**config.mk**
```make
export PLATFORM = sky130hd
export DESIGN_NAME = dma_bus_arbiter
export DESIGN_NICKNAME = d
export VERILOG_FILES = /design/src/rtl/arb_pkg.sv /design/src/rtl/rr_picker.sv /design/src/rtl/dma_bus_arbiter.sv
export SDC_FILE = /design/constraint.sdc
export NUM_CORES = 1
export LEC_CHECK = 0
export CAP_MARGIN = 5
export CORE_MARGIN = 1
export CORE_UTILIZATION = 50
export CTS_CLUSTER_SIZE = 12
export DETAILED_ROUTE_END_ITERATION = 7
export HOLD_SLACK_MARGIN = 0.03
export PLACE_DENSITY = 0.71
export SLEW_MARGIN = 20
export SYNTH_ARGS = -nofsm -noshare
export SYNTH_HDL_FRONTEND = slang
export SYNTH_HIERARCHICAL = 1
export SYNTH_SLANG_ARGS = --single-unit
```
**constraint.sdc**
```tcl
create_clock -name Clk -period 3.6 [get_ports Clk]
set_clock_uncertainty 0.1 [all_clocks]
set_input_delay 0.72 -clock Clk [delete_from_list [all_inputs] [get_ports Clk]]
set_output_delay 0.72 -clock Clk [all_outputs]
set_load 0.05 [all_outputs]
```
**src/rtl/arb_pkg.sv**
```systemverilog
// arb_pkg: state type and owner-index width helper shared by the DMA bus arbiter blocks.
package arb_pkg;
  typedef enum logic [1:0] {IDLE, DRAIN, GRANT, TURN} arb_state_e;
  function automatic int idx_w(input int n);
    return (n > 1) ? $clog2(n) : 1;
  endfunction
endpackage

```
**src/rtl/rr_picker.sv**
```systemverilog
// rr_picker: combinational round-robin selector; the first set request at or after ptr_i wins, wrapping modulo N.
module rr_picker import arb_pkg::*; #(
  parameter int N = 2,
  parameter int W = idx_w(N)
) (
  input  logic [N-1:0] req_i,
  input  logic [W-1:0] ptr_i,
  output logic [W-1:0] idx_o,
  output logic         valid_o
);
  logic [W:0] s;
  // Scanning from the farthest offset down lets the nearest request overwrite earlier hits.
  always_comb begin
    idx_o = '0;
    s = '0;
    for (int i = N - 1; i >= 0; i--) begin
      s = {1'b0, ptr_i} + (W+1)'(i);
      s = (s >= (W+1)'(N)) ? s - (W+1)'(N) : s;
      if (req_i[s[W-1:0]]) idx_o = s[W-1:0];
    end
  end
  assign valid_o = |req_i;
endmodule

```
**src/rtl/dma_bus_arbiter.sv**
```systemverilog
// dma_bus_arbiter: round-robin bus grant for NUM_CH DMA masters sharing the CPU memory port;
// drains the CPU's in-flight access before granting and asks long holders to yield.
module dma_bus_arbiter import arb_pkg::*; #(
  parameter int NUM_CH   = 2,
  parameter int MAX_HOLD = 16,
  parameter int CNT_W    = 8
) (
  input  logic                       Clk,
  input  logic                       Reset_N,
  input  logic [NUM_CH-1:0]          BR,
  input  logic                       cpu_bus_busy,
  output logic [NUM_CH-1:0]          BG,
  output logic                       cpu_hold,
  output logic [idx_w(NUM_CH)-1:0]   owner,
  output logic [NUM_CH-1:0]          preempt
);
  localparam int OW = idx_w(NUM_CH);
  arb_state_e        state_q, state_d;
  logic [OW-1:0]     owner_q, owner_d, ptr_q, ptr_d, win;
  logic [CNT_W-1:0]  cnt_q, cnt_d, cnt_inc;
  logic [NUM_CH-1:0] bg_q, bg_d, pre_q, pre_d, own_oh;
  logic              hold_q, hold_d, win_valid, rival;

  rr_picker #(.N(NUM_CH), .W(OW)) u_pick (
    .req_i(BR), .ptr_i(ptr_q), .idx_o(win), .valid_o(win_valid)
  );

  assign own_oh  = NUM_CH'(1) << owner_q;
  assign rival   = |(BR & ~own_oh);
  assign cnt_inc = &cnt_q ? cnt_q : cnt_q + 1'b1;

  always_comb begin
    state_d = state_q;
    owner_d = owner_q;
    ptr_d   = ptr_q;
    cnt_d   = cnt_q;
    bg_d    = bg_q;
    pre_d   = pre_q;
    hold_d  = hold_q;
    case (state_q)
      IDLE: if (win_valid) begin
        owner_d = win;
        hold_d  = 1'b1;
        state_d = cpu_bus_busy ? DRAIN : GRANT;
        bg_d    = cpu_bus_busy ? '0 : NUM_CH'(1) << win;
      end
      DRAIN: if (!BR[owner_q]) state_d = TURN;
        else if (!cpu_bus_busy) begin
          state_d = GRANT;
          bg_d    = own_oh;
        end
      GRANT: if (!BR[owner_q]) begin
        state_d = TURN;
        bg_d    = '0;
        pre_d   = '0;
        cnt_d   = '0;
        ptr_d   = (owner_q == OW'(NUM_CH - 1)) ? '0 : owner_q + 1'b1;
      end else begin
        cnt_d = cnt_inc;
        if (MAX_HOLD != 0 && cnt_inc >= CNT_W'(MAX_HOLD) && rival) pre_d = own_oh;
      end
      TURN: begin
        state_d = IDLE;
        hold_d  = 1'b0;
      end
      default: state_d = IDLE;
    endcase
  end

  always_ff @(posedge Clk or negedge Reset_N) begin
    if (!Reset_N) begin
      state_q <= IDLE;
      owner_q <= '0;
      ptr_q   <= '0;
      cnt_q   <= '0;
      bg_q    <= '0;
      pre_q   <= '0;
      hold_q  <= 1'b0;
    end else begin
      state_q <= state_d;
      owner_q <= owner_d;
      ptr_q   <= ptr_d;
      cnt_q   <= cnt_d;
      bg_q    <= bg_d;
      pre_q   <= pre_d;
      hold_q  <= hold_d;
    end
  end

  assign BG       = bg_q;
  assign preempt  = pre_q;
  assign cpu_hold = hold_q;
  assign owner    = owner_q;
endmodule

```
==> results.json <==
{
  "r2r-start": "cnt_q[0]",
  "numCtsBuffers": 3,
  "synth_edf_count": 0,
  "worst-path-max-fanout": 12,
  "pwr-share-clk_pct": 11.0,
  "pwr-share-comb_pct": 53.7,
  "arrival_ns": 1.72,
  "cp_slowest_cell": "clkdlybuf4s50_1",
  "maxSlewHeadroom_pct": 48.2,
  "htreeDepth": 1,
  "remaining_drc_errors": 0,
  "dieWidth_um": 49.1,
  "grt_pass1_wl_um": 3900,
  "num_vias": 930,
  "cp-end-kind": "primary output",
  "clock_path_buffers": 2,
  "syn_to_final_growth_pct": 11.4,
  "cap_violations": 0,
  "timing.final.crit_period_ns": 2.54,
  "slowest_delay_ns": 0.87,
  "p_sw_share_pct": 46.7,
  "io_pins": 11,
  "grt-ovfl-total": 0,
  "synth_top_flop_cell": "dfrtp_1",
  "postCtsHoldBufs": 0,
  "yosysWarnings": 6,
  "p_leak_nw": 0.548,
  "final_max_slew_viol_count": 0,
  "drt_iter0_markers": 23,
  "yosysTopAreaCellShare_pct": 38.4,
  "cts_setup_buffers": 0,
  "grtUsageTotal_pct": 21.2,
  "clk_pin_slew_ns": 0.10,
  "wl_per_cell_um": 14.3,
  "syn_area_sq_mm": 0.00111,
  "diodes": 0,
  "dieArea_sq_mm": 0.00241,
  "startpoint_type": "flip-flop",
  "grt_pass1_vias": 861,
  "synth.area.top_cells": "dfrtp_1 (38%), ha_1 (5.6%), nand2_1 (5.4%)",
  "async_flop_share_pct": 100,
  "synth_most_common_cell": "dfrtp_1",
  "routabilityCongestion": 0.782,
  "hp-start": "ptr_q",
  "drt-vias-per-instance": 5.92,
  "outcome": "completed",
  "fin_util_pct": 61.0,
  "synthDistinctLibCells": 37,
  "wl_um": 2250,
  "cp_top_family": "buffers and inverters",
  "fmax_mhz": 393,
  "core_area_sq_mm": 0.00202,
  "tritoncts": "done",
  "fp.dieH_um": 49.1,
  "rows": 16,
  "drive_above_1_share_pct": 8.46,
  "grt_start_max_net_pins": 18,
  "synth-seq-cells": 17,
  "dr.pass1.iters": 4,
  "max_slew.worst_pin.slew_ns": 0.775,
  "rsz0062_at_grt": "no",
  "crit_required_ns": 2.78,
  "crit_type": "reg2out",
  "switchingPower_w": 0.000437,
  "power_frac_seq_pct": 35.3,
  "yosysTopAreaCell": "dfrtp_1",
  "crit_start": "owner",
  "cts_sinks": 17,
  "syn-instance-count": 121,
  "tns_ns": 0,
  "ir_drop_mv": 0.519,
  "antenna_found_initial": 0,
  "clk_latency_ns": 0.29,
  "ant_nets": 0,
  "setup_viol": 0,
  "cp_cell_sequence": "clkdlybuf4s50_1",
  "power.internal_w": 0.000498,
  "p_per_area_mw_per_mm2": 758,
  "cts_root_buffer": "clkbuf_4",
  "syn_nets": 131,
  "avgSynthCellArea_sq_um": 9.15,
  "min_path_type": "reg2reg",
  "final_nets": 141,
  "hpwl_um": 1670,
  "yosysSeqAreaShare_pct": 38.4,
  "path_buf_inv": 1,
  "ctsResizeCount": 0,
  "synth_common_cells": "dfrtp_1 (17), nand2_1 (16), a21oi_1 (10), o21ai_0 (10), inv_1 (9)",
  "start_util_pct": 54.8,
  "hold_viol": 0,
  "fin_crit_sh_pct": 70.7,
  "portBuffers": 10
}
## layout by cell type, fill, tap and decap left out, drive strengths merged, types with 3 or more instances in the layout
master / count
a31oi: 3
nand2: 16
o21ai: 11
inv: 9
a21oi: 10
ha: 5
nor2: 3
dfrtp: 17
nand4: 3
clkdlybuf4s50: 10
mux2: 5
clkbuf: 4
nand3: 7
## power groups by stage
stage / clock [W] / combinational, W / sequential (W)
detailed placement: 0 / 0.000504 / 0.000332
global placement: 0 / 0.000490 / 0.000327
floorplan: 0 / 0.000325 / 0.000386
finish: 0.000103 / 0.000502 / 0.000330
CTS: 0.000108 / 0.000504 / 0.000329
global route: 0.000115 / 0.000553 / 0.000345
## layer usage
layer | vias to the layer above | global-route usage, % | routed length, um
li1 | 461 | - | -
met1 | 446 | 27.4 | 1010
met2 | 19 | 35.2 | 1140
met3 | 4 | 2.80 | 69
met4 | 0 | 8.82 | 30
met5 | - | 0 | 0
## cell families after synthesis
group | synth area share (%)
AO/OA/AOI/OAI | 24.0
multiplexers | 7.23
adder cells (fa/ha/maj) | 5.65
AND/OR/NAND/NOR | 18.6
buffers and inverters | 6.10
flip-flops | 38.4
## through the flow
stage | power, W | setup slack [ns] | area (sq um) | hold slack [ns] | instances
3_3_place_gp | 0.000817 | 1.02 | 1210 | 0.368 | 153
5_1_grt | 0.00101 | 0.987 | 1230 | 0.445 | 157
4_1_cts | 0.000941 | 1.05 | 1230 | 0.404 | 157
3_5_place_dp | 0.000836 | 0.934 | 1210 | 0.381 | 153
2_1_floorplan | 0.000712 | 1.61 | 1110 | 0.324 | 121
6_report | 0.000935 | 1.06 | 1230 | 0.398 | 157
## registers in the layout, indices dropped and copies added, names as in the netlist
name      count
cnt_q         8
BG            2
preempt       2
state_q       2
cpu_hold      1
owner         1
ptr_q         1
## cell type report
| class | count | area (sq um) |
|---|---|---|
| fillers | 189 | 788 |
| inverters | 9 | 33.8 |
| repair buffers | 10 | 100 |
| well taps | 27 | 33.8 |
| clock buffers | 4 | 26.3 |
| flip-flops and latches | 17 | 425 |
| multi-input cells | 90 | 614 |
## path summary, 6_finish.rpt
| kind | endpoint | slack, ns | depth (start not counted) |
|---|---|---|---|
| setup / recovery | owner | 1.06 | 1 |
| max in group asynchronous | cnt_q[3] | 2.15 | 1 |
| setup reg to reg | preempt[0] | 1.46 | 6 |
| min in group asynchronous | preempt[1] | 0.77 | 1 |
| hold reg to reg | ptr_q | 0.40 | 2 |
| hold / removal | ptr_q | 0.40 | 2 |
(Power assumes the default switching activity.)
